$ cat src/rtl/cpu_bus_interconnect.sv
// rtl/cpu_bus_interconnect.sv - picorv32 native bus decoder and response mux
// Optional feature macro: BUS_TIMEOUT_EN (abort ACCESS after TIMEOUT_CYCLES, error code 10)
module cpu_bus_interconnect #(
  parameter int NUM_SLAVES = 4,
  parameter logic [NUM_SLAVES*32-1:0] SLAVE_BASE =
    {32'h0000_3000, 32'h0000_2000, 32'h0000_1000, 32'h0000_0000},
  parameter logic [NUM_SLAVES*32-1:0] SLAVE_MASK = {NUM_SLAVES{32'hFFFF_F000}},
  parameter int TIMEOUT_CYCLES = 255
) (
  input  logic                       clk_i,
  input  logic                       rst_n_i,
  input  logic                       cpu_valid_i,
  input  logic [31:0]                cpu_addr_i,
  input  logic [31:0]                cpu_wdata_i,
  input  logic [3:0]                 cpu_wstrb_i,
  output logic                       cpu_ready_o,
  output logic [31:0]                cpu_rdata_o,
  output logic [NUM_SLAVES-1:0]      s_valid_o,
  output logic [31:0]                s_addr_o,
  output logic [31:0]                s_wdata_o,
  output logic [3:0]                 s_wstrb_o,
  input  logic [NUM_SLAVES-1:0]      s_ready_i,
  input  logic [NUM_SLAVES*32-1:0]   s_rdata_i,
  output logic                       err_o,
  output logic [1:0]                 err_code_o,
  output logic [31:0]                err_addr_o,
  input  logic                       err_clr_i
);

  localparam int IDX_W = (NUM_SLAVES > 1) ? $clog2(NUM_SLAVES) : 1;

  typedef enum logic [1:0] {IDLE, ACCESS, RESP, HOLD} state_t;

  state_t                  state;
  logic [IDX_W-1:0]        sel;
  logic                    hit;
  logic [IDX_W-1:0]        hit_idx;
  logic [NUM_SLAVES-1:0]   hit_onehot;
  logic                    sel_ready;
  logic [31:0]             sel_rdata;
  logic                    err_load;

  // Address decode; scanning downwards lets the lowest matching index win
  always_comb begin
    hit        = 1'b0;
    hit_idx    = '0;
    hit_onehot = '0;
    for (int i = NUM_SLAVES - 1; i >= 0; i--) begin
      if ((cpu_addr_i & SLAVE_MASK[32*i +: 32]) == SLAVE_BASE[32*i +: 32]) begin
        hit     = 1'b1;
        hit_idx = IDX_W'(i);
      end
    end
    if (hit) hit_onehot[hit_idx] = 1'b1;
  end

  // Only the selected slave's ready/data are observed; others are ignored
  assign sel_ready = s_ready_i[sel];
  assign sel_rdata = s_rdata_i[32*sel +: 32];

  // First error is kept until cleared; a clear in the same cycle lets a new error load
  assign err_load = !err_o || err_clr_i;

`ifdef BUS_TIMEOUT_EN
  logic [15:0] tmo_cnt;
  logic        tmo_hit;
  assign tmo_hit = (32'(tmo_cnt) + 32'd1) == 32'(TIMEOUT_CYCLES);
`else
  logic [31:0] unused_timeout_cfg;
  assign unused_timeout_cfg = 32'(TIMEOUT_CYCLES);
`endif

  // Transaction FSM with registered bus outputs and sticky error capture
  always_ff @(posedge clk_i or negedge rst_n_i) begin
    if (!rst_n_i) begin
      state       <= IDLE;
      sel         <= '0;
      cpu_ready_o <= 1'b0;
      cpu_rdata_o <= '0;
      s_valid_o   <= '0;
      s_addr_o    <= '0;
      s_wdata_o   <= '0;
      s_wstrb_o   <= '0;
      err_o       <= 1'b0;
      err_code_o  <= 2'b00;
      err_addr_o  <= '0;
`ifdef BUS_TIMEOUT_EN
      tmo_cnt     <= '0;
`endif
    end else begin
      cpu_ready_o <= 1'b0;
      if (err_clr_i) begin
        err_o      <= 1'b0;
        err_code_o <= 2'b00;
        err_addr_o <= '0;
      end
      case (state)
        IDLE: begin
          if (cpu_valid_i) begin
            s_addr_o  <= cpu_addr_i;
            s_wdata_o <= cpu_wdata_i;
            s_wstrb_o <= cpu_wstrb_i;
            if (hit) begin
              sel       <= hit_idx;
              s_valid_o <= hit_onehot;
              state     <= ACCESS;
`ifdef BUS_TIMEOUT_EN
              tmo_cnt   <= '0;
`endif
            end else begin
              cpu_rdata_o <= '0;
              cpu_ready_o <= 1'b1;
              if (err_load) begin
                err_o      <= 1'b1;
                err_code_o <= 2'b01;
                err_addr_o <= cpu_addr_i;
              end
              state <= RESP;
            end
          end
        end
        ACCESS: begin
          if (sel_ready) begin
            cpu_rdata_o <= sel_rdata;
            cpu_ready_o <= 1'b1;
            s_valid_o   <= '0;
            state       <= RESP;
          end
`ifdef BUS_TIMEOUT_EN
          else if (tmo_hit) begin
            cpu_rdata_o <= 32'hFFFF_FFFF;
            cpu_ready_o <= 1'b1;
            s_valid_o   <= '0;
            if (err_load) begin
              err_o      <= 1'b1;
              err_code_o <= 2'b10;
              err_addr_o <= s_addr_o;
            end
            state <= RESP;
          end else begin
            tmo_cnt <= tmo_cnt + 16'd1;
          end
`endif
        end
        RESP:    state <= HOLD;
        HOLD:    state <= IDLE;
        default: state <= IDLE;
      endcase
    end
  end

endmodule
$ cat config.mk
export PLATFORM = sky130hd
export DESIGN_NAME = cpu_bus_interconnect
export DESIGN_NICKNAME = d
export VERILOG_FILES = /design/src/rtl/cpu_bus_interconnect.sv
export SDC_FILE = /design/constraint.sdc
export NUM_CORES = 1
export LEC_CHECK = 0
export ABC_AREA = 1
export CORE_MARGIN = 4
export CORE_UTILIZATION = 35
export DETAILED_ROUTE_END_ITERATION = 12
export HOLD_SLACK_MARGIN = 0.12
export PLACE_DENSITY = 0.7
export SLEW_MARGIN = 20
export SYNTH_ARGS = -nofsm -noshare
export SYNTH_HDL_FRONTEND = slang
export SYNTH_SLANG_ARGS = --single-unit
$ cat constraint.sdc
create_clock -name clk_i -period 2.3 [get_ports clk_i]
set_clock_uncertainty 0.15 [all_clocks]
set_input_delay 0.46 -clock clk_i [delete_from_list [all_inputs] [get_ports clk_i]]
set_output_delay 0.46 -clock clk_i [all_outputs]
set_load 0.005 [all_outputs]
==> run metrics <==
cell area power density ~1000 mW/mm^2; CP Data Arrival Time between 2000 and 2500 ps; Main synth FF type dfrtp_1; most frequent cell after synthesis nand2_1; share of the synthesized area in the top cell type 0.495; vias in the first global route between 7000 and 8000; drt first-iter violations between 200 and 300; largest net degree at the start of global routing slightly below 60; Clk pin slew, worst setup/hold paths ~60 ps; core region area just over 0.02 mm^2; antenna cells 0; largest area contributor in the netlist dfrtp_1; setup total negative slack 0 ps; # nets final between 1500 and 2000; width of the chip between 150 and 200 um; share of cells above drive strength 1 0.0776; Commonest cells post-synth nand2_1, dfrtp_1, o21ai_0; first-pass GRT wire length approximately 41 mm; Max Clk Rate just under 500 MHz; Synth Warn # 0; effective utilization at floorplan 0.358; Synth Area per Inst roughly 7.3 um^2; cell area after synthesis around 0.0073 mm^2; antenna violations before repair 0; # setup viols final 0; Setup CP Type in -> reg; GRT Total Usage 0.216; total power 12.4 mW; Port Buf Inserts 343; register area share after synthesis 0.495; Avg Vias per Cell about 4.7; Worst Hold Class reg -> reg; RSZ-0062 raised after global routing false; Row Count 52; Post-Synthesis Net Count between 1000 and 1500; io pins about 340; Core Util, Final 0.587; worst relative slew slack 0.626; hpwl dp between 15 and 20 mm; Worst Setup Start Kind input port; Final Max Tran Viols 0; Max-Cap Viols 0; cell count after synthesis 1001; ranking of synthesized cells by area dfrtp_1, nand2_1, o21ai_0; CTS H-tree depth 4; #FFs+latches synth between 100 and 150; DRT Pass-1 Iters 5; fin crit share 0.899; total wire length approximately 26 mm; Netlist cell types 25; RD Place Congestion 0.829; total gr overflow 0; Worst IR Drop VDD about 0.43 mV; DRC viols 0; CTS max path bufs 2; crit path max fanout 33; CTS Buf Count 17; Clock Sinks approximately 140; run status completed; Crit path required time about 2500 ps; FILL cells roughly 1900; die area roughly 0.023 mm^2; Layout Area Growth over Synthesis 64.1%; Worst-Margin Slew roughly 560 ps; fin crit period about 2100 ps; wire length per cell approximately 16 um; Worst-Skew Late Latency about 410 ps; CTS root buf clkbuf_16; Post-synth ARST share 1.00; antenna viol nets, final 0; Post-synth EDFFs 0; P_leak 5.73 nW; CP endpoint kind flop; TritonCTS clock tree yes; Die Height approximately 150 um; DR vias between 7000 and 8000; Fin Hold WS roughly 320 ps; Final Hold Vio Count 0
==> path summary, 6_finish.rpt <==
check                                         endpoint  slack (ps)                startpoint  depth (start not counted)
min in group asynchronous     s_addr_o[24]$_DFFE_PN0P_         440                   rst_n_i                          2
hold / removal                s_valid_o[3]$_DFFE_PN0P_         320  s_valid_o[3]$_DFFE_PN0P_                          2
max in group asynchronous      s_addr_o[5]$_DFFE_PN0P_         930                   rst_n_i                          3
setup / recovery           cpu_rdata_o[19]$_DFFE_PN0P_         230            cpu_addr_i[28]                         10
setup reg to reg           cpu_rdata_o[12]$_DFFE_PN0P_         320      state[0]$_DFFE_PN0P_                          8
hold reg to reg               s_valid_o[3]$_DFFE_PN0P_         320  s_valid_o[3]$_DFFE_PN0P_                          2
==> metrics by stage <==
step	worst slack, ps	instances	instance area [um^2]
after floorplan	514	1001	7280
after global placement	-119	1603	11300
after detailed placement	-173	1603	11300
after CTS	262	1636	12000
after global routing	99.0	1636	12000
final	233	1636	12000
==> layer usage <==
layer / part of all wire / track usage / vias up
li1: - / - / 3879
met1: 0.41 / 0.261 / 3563
met2: 0.49 / 0.374 / 289
met3: 0.082 / 0.0648 / 29
met4: 0.020 / 0.0655 / 0
met5: 0 / 0 / -
==> cells in the final DEF, fill, tap and decap left out, types with 2 or more instances in the layout <==
cell type	instances
inv_2	5
clkbuf_16	17
nor2_4	4
inv_1	27
nand3_1	61
nor2_1	32
buf_4	39
a31oi_1	32
clkdlybuf4s50_1	342
nand2_1	531
inv_6	2
buf_12	14
clkbuf_8	2
clkinv_4	4
bufinv_16	3
o21ai_0	82
ha_1	3
nand2_4	2
inv_8	2
nand3_2	2
dfrtp_1	142
nand4_1	2
dfrtp_2	2
a21oi_1	4
==> timing repair <==
item,in CTS,in global routing
gates resized for setup,0,0
hold buffers,1,0
endpoints found under the hold margin,51,0
buffers inserted,0,0
==> critical path, cell delays in order <==
cell	delay (ps)
clkdlybuf4s50_1	450
nor2_1	280
nand2_1	140
nor2_1	170
nand3_1	130
nand3_4	150
nand2_4	80
buf_12	180
nand3_1	90
nand2_1	60
==> sequential cells by signal, indices dropped and copies added, names as in the netlist <==
signal / cells
cpu_rdata_o: 32
err_addr_o: 32
s_addr_o: 32
s_wdata_o: 32
s_valid_o: 4
s_wstrb_o: 4
err_code_o: 2
sel: 2
state: 2
cpu_ready_o: 1
err_o: 1
==> final cells by class <==
cell class | instances | area (um^2) | share of cell area
tap | 270 | 338 | 0.0283
inverter | 32 | 120 | 0.0101
clock buffer | 19 | 453 | 0.0379
clock inverter | 13 | 178 | 0.0149
timing repair buffer | 397 | 4020 | 0.336
sequential | 144 | 3610 | 0.302
multi-input combinational | 761 | 3240 | 0.271
==> power by group <==
part	internal (mW)	leakage [nW]	total [mW]	switching, mW
Clock	1.79	0.308	2.92	1.13
Combinational	2.95	3.55	5.33	2.37
Sequential	3.56	1.88	4.14	0.575
Total	8.30	5.73	12.4	4.08
==> cell families (layout without fill, tap and decap cells) <==
logic type | count (synthesis) | count (layout) | synth area share
flops | 144 | 144 | 0.495
simple gates | 638 | 638 | 0.350
buf+inv | 96 | 461 | 0.0607
fa+ha+maj | 3 | 3 | 0.00516
compound gates | 120 | 120 | 0.0890
No activity file was read; power rests on OpenSTA's default activity.
==> patch 1: new RTL, same flow settings <==
`NUM_SLAVES`: 4 -> 8.
--- a/src/rtl/cpu_bus_interconnect.sv
+++ b/src/rtl/cpu_bus_interconnect.sv
@@ -1,7 +1,7 @@
 // rtl/cpu_bus_interconnect.sv - picorv32 native bus decoder and response mux
 // Optional feature macro: BUS_TIMEOUT_EN (abort ACCESS after TIMEOUT_CYCLES, error code 10)
 module cpu_bus_interconnect #(
-  parameter int NUM_SLAVES = 4,
+  parameter int NUM_SLAVES = 8,
   parameter logic [NUM_SLAVES*32-1:0] SLAVE_BASE =
     {32'h0000_3000, 32'h0000_2000, 32'h0000_1000, 32'h0000_0000},
   parameter logic [NUM_SLAVES*32-1:0] SLAVE_MASK = {NUM_SLAVES{32'hFFFF_F000}},
Interface: changed (resized s_rdata_i, s_ready_i and s_valid_o); port bits go from 344 to 480. The function was not compared with the original's and may differ.
==> patch 1 against the unedited design <==
Worst setup slack better by 34 ps. Routed wire length rose by 8.4%. Area after synthesis is 0.46% higher. Sequential cell count unchanged. Power is 1.6% lower. Maximum frequency is 1.7% higher. Final area shrank 0.14%. Count of clock-buffer cells in the layout is 1 lower. Cell count rose by 0.49%. Largest cell class unchanged. Highest routed layer is now met5.
==> patch 1: results (changes against the unedited design) <==
[placement]
place_congestion = 0.870  ; +4.9%
post-dp-hpwl_um = 21300  ; +8.4%
dpl_cell_area_um2 = 11300  ; +0.13%

[pwr]
power_leakage_uw = 0.00571  ; -0.36%
vdd_drop_max_mv = 0.482  ; +13%

[critical_path]
reg2reg_to = cpu_rdata_o[25]
critical_path.endpoint = cpu_rdata_o[4]
startpoint = cpu_addr_i[31]
critPathMaxFanout = 23  ; -30%
rr_worst_depth = 7  ; -1
r2r_start = state[1]

[detailed_routing]
drt_iter0_drc = 418  ; +65%
vias = 7919  ; +2.0%
wirelength_um = 27800  ; +8.4%

[grt]
globalRouteTotalUtil = 0.230  ; +0.0133
grt_pass1_vias = 7442  ; -3.1%
grt_max_degree = 66  ; +12%
grt_pass1_wl_um = 42000  ; +3.8%
antenna_found_initial = 7  ; +7

[yosys]
yosys-top-cells-area = dfrtp_1 (49%), nand2_1 (27%), o21ai_0 (5.6%), nand3_1 (4.2%), a31oi_1 (2.7%)
ys_types = 26  ; +4.0%
ys_seq_area_frac = 0.493  ; -0.00229

[clocking]
cts_resized = 0  ; unchanged

[finish]
n_fill_cell = 1884  ; unchanged
final_layout_size_suffix_gt1_frac = 0.0774  ; -0.000227
nets = 1696  ; +8.7%

[worst_hold_path]
hp-class = in2async

[outcome]
status = finished, final reports clean

[sta]
tightest_slew_ps = 569  ; +8.46 ps

patch 1: changes by cell type after synthesis:
cell	unedited run	this run
buf_4	7	11
clkbuf_1	31	28
conb_1	0	1
buf_1	7	10
patch 1: power breakdown:
group	internal [µW]	switching [µW]
combinational	2900	2400
sequential	3560	572
clock	1550	1190
total	8020	4170
patch 1: cell type report:
class,instances,area (µm²),area share
flip-flops and latches,144,3610,0.302
clock buffers,18,439,0.0368
clock inverters,14,150,0.0126
repair buffers,397,4020,0.337
well taps,270,338,0.0283
multi-input cells,765,3250,0.273
inverters,32,120,0.0101
diodes,4,10.0,0.000839
patch 1: per-stage QoR:
step	TNS (ps)	hold WS (ps)	setup WS (ps)	util	cells
after global placement	-7630	189	-136	0.556	1607
final	0	318	267	0.586	1644
after CTS	0	305	256	0.586	1640
after detailed placement	-9650	188	-178	0.556	1607
after floorplan	0	14.4	514	-	1009
after global routing	0	327	116	0.586	1643
patch 1: worst min-delay path by stage:
stage / to / slack (ps) / depth (start not counted)
after floorplan: cpu_rdata_o[0] / 10 / 0
after detailed placement: s_wstrb_o[1] / 190 / 1
after global placement: s_wdata_o[18] / 190 / 1
final: s_wdata_o[4] / 320 / 2
after CTS: s_wstrb_o[1] / 310 / 2
after global routing: s_wstrb_o[1] / 330 / 2
patch 1: cells by family after synthesis:
logic type,count (synthesis),synth area share
AOI/OAI and AO/OA,120,0.0886
adders and majority gates,3,0.00513
buffers and inverters,100,0.0645
DFF,144,0.493
other,1,0.000513
and+or+nand+nor,638,0.349
patch 1: metal layers:
metal	part of all wire	GRT usage	wire length (µm)
met1	0.40	0.285	11100
met2	0.50	0.386	13800
met3	0.092	0.0767	2550
met4	0.011	0.0611	318
met5	0.0013	0	35
patch 1: worst max-delay path: cells and delay by family:
| family | cells | cell delay [ps] |
|---|---|---|
| buf+inv | 2 | 620 |
| simple gates | 9 | 1160 |
==> patch 2: new RTL, same settings <==
Without the edit above. Encoding of `state_t`: now one-hot (4 bits for 4 states).
--- a/src/rtl/cpu_bus_interconnect.sv
+++ b/src/rtl/cpu_bus_interconnect.sv
@@ -29,7 +29,7 @@
 
   localparam int IDX_W = (NUM_SLAVES > 1) ? $clog2(NUM_SLAVES) : 1;
 
-  typedef enum logic [1:0] {IDLE, ACCESS, RESP, HOLD} state_t;
+  typedef enum logic [3:0] {IDLE = 4'b0001, ACCESS = 4'b0010, RESP = 4'b0100, HOLD = 4'b1000} state_t;
 
   state_t                  state;
   logic [IDX_W-1:0]        sel;
Behaviour: same outputs for any inputs over 4 cycles, from zero or initial values and one cycle with rst_n_i low; so few cycles prove little.
==> patch 2 against the unedited design <==
First-iteration DRC count increased by 61%. Worst setup slack improved by 38 ps. Area after synthesis is 0.29% higher. Register-to-register slack worse by 50 ps. Final area is 0.74% lower. Clock power shrank 4%. Routed wire length is 2.8% lower. Non-clock buffer count is 3 lower. Sequential cell count up 2. Power shrank 13%. Sequential power shrank 8.0%. Critical endpoint is now cpu_rdata_o[22].
==> patch 2: results (changes against the unedited design) <==
[clocking]
htree_levels = 4  ; unchanged
cts_setup_buffers = 0  ; unchanged
cts_buffer_depth = 2  ; unchanged
clk_pin_slew_worst_paths_ps = 60  ; about the same
cts_buffers = 17  ; unchanged
root_buffer = clkbuf_16
clk-insertion-delay-late_ps = 410  ; about the same

[yosys]
synthArstFlopShare = 1.00  ; unchanged
ys_types = 27  ; +8.0%
ys_seq_area_frac = 0.500  ; +0.00558
yosys-top-cells-area = dfrtp_1 (50%), nand2_1 (20%), nor2_1 (9.3%), o21ai_0 (5.4%), inv_1 (2.8%)
ys_warn_count = 0  ; unchanged
ys.flop_type = dfrtp_1
postSynthCellCount = 1004  ; +0.30%
synthTopCellsByCount = nand2_1 (381), nor2_1 (180), dfrtp_1 (145)

[detailed_routing]
vias = 7558  ; -2.6%
wirelength_um = 25000  ; -2.8%
wl_met1_um = 10400  ; about the same
wl_met2_um = 12300  ; -2.8%
drt_iter0_drc = 410  ; +61%
firstDrtPassIters = 4  ; -1
post_drt_wl_per_cell_um = 15.2  ; -3.2%
route.met3.wl_um = 1640  ; -22%

[placement]
post-dp-hpwl_um = 19100  ; -2.6%
place_ws_ps = -139  ; +34.2 ps
place_congestion = 0.837  ; +0.95%
dpl_cell_area_um2 = 11300  ; -0.48%

[critical_path]
critical_path.endpoint = cpu_rdata_o[22]
r2r_start = state[1]
rrSetupSlack_ps = 270  ; -50 ps
critPathMaxFanout = 13  ; -61%
cp.arrival_ps = 2180  ; -40 ps
slowest_delay_ps = 460
reg2reg_to = cpu_rdata_o[4]
rr_worst_depth = 6  ; -2
crit_path_top_delay_cell = clkdlybuf4s50_1
startpoint = cpu_addr_i[14]

[grt]
antenna_found_initial = 0  ; unchanged
globalRouteTotalUtil = 0.210  ; -0.00604
grt_pass1_wl_um = 39800  ; -1.8%
grt_max_degree = 67  ; +14%
grt_pass1_vias = 7459  ; -2.9%

[worst_hold_path]
hp-class = reg2reg
min_from = s_wdata_o[23]

[outcome]
status = finished, final reports clean

[pwr]
vdd_drop_max_mv = 0.470  ; +10%
power_leakage_uw = 0.00565  ; -1.5%

[finish]
nets = 1563  ; +0.19%
final_layout_size_suffix_gt1_frac = 0.0816  ; +0.00403
diodes = 0  ; unchanged

[sta]
max_freq_mhz = 493  ; +1.9%
tightest_slew_ps = 556  ; -4.84 ps

## patch 2: cell count changes after synthesis, sizes merged, moves of 11 or more
| cell | unedited run | this run |
|---|---|---|
| a21oi | 5 | 35 |
| a31oi | 32 | 0 |
| clkbuf | 32 | 21 |
| inv | 32 | 62 |
| nand2 | 534 | 382 |
| nand3 | 64 | 48 |
| nor2 | 37 | 185 |
## patch 2: kinds of logic after synthesis
logic type	synth area share
buffers and inverters	0.0723
DFF	0.500
AOI/OAI and AO/OA	0.0802
and+or+nand+nor	0.347
## patch 2: layout make-up
type,count,area (µm²)
clock inverters,12,159
clock buffers,20,437
well taps,270,338
inverters,62,233
flip-flops and latches,146,3660
repair buffers,394,3920
multi-input cells,738,3120
fillers,1905,8500
## patch 2: worst max-delay path: cells and delay by family
kind	cells	cell delay (ps)
buffers and inverters	2	650
and+or+nand+nor	8	1060
## patch 2: repair_timing
action,in CTS,in global routing
endpoints found under the hold margin,39,0
hold buffers,1,0
gates resized for setup,0,0
## patch 2: worst min path at each step
| stage | endpoint | slack (ps) | depth (start not counted) |
|---|---|---|---|
| 3_3_place_gp | s_addr_o[30] | 260 | 1 |
| 6_report | s_wdata_o[23] | 320 | 2 |
| 5_1_grt | s_addr_o[3] | 340 | 2 |
| 4_1_cts | s_wdata_o[23] | 320 | 2 |
| 3_5_place_dp | s_addr_o[30] | 270 | 1 |
| 2_1_floorplan | cpu_rdata_o[0] | 10 | 0 |
## patch 2: layer usage
layer	vias up	track usage
met3	34	0.0577
met4	0	0.0649
met1	3434	0.264
met5	-	0
li1	3824	-
met2	266	0.356
## patch 2: where the power goes
group	internal [µW]	switching [µW]
clock	1720	1090
sequential	3390	427
combinational	2300	1880
total	7400	3400
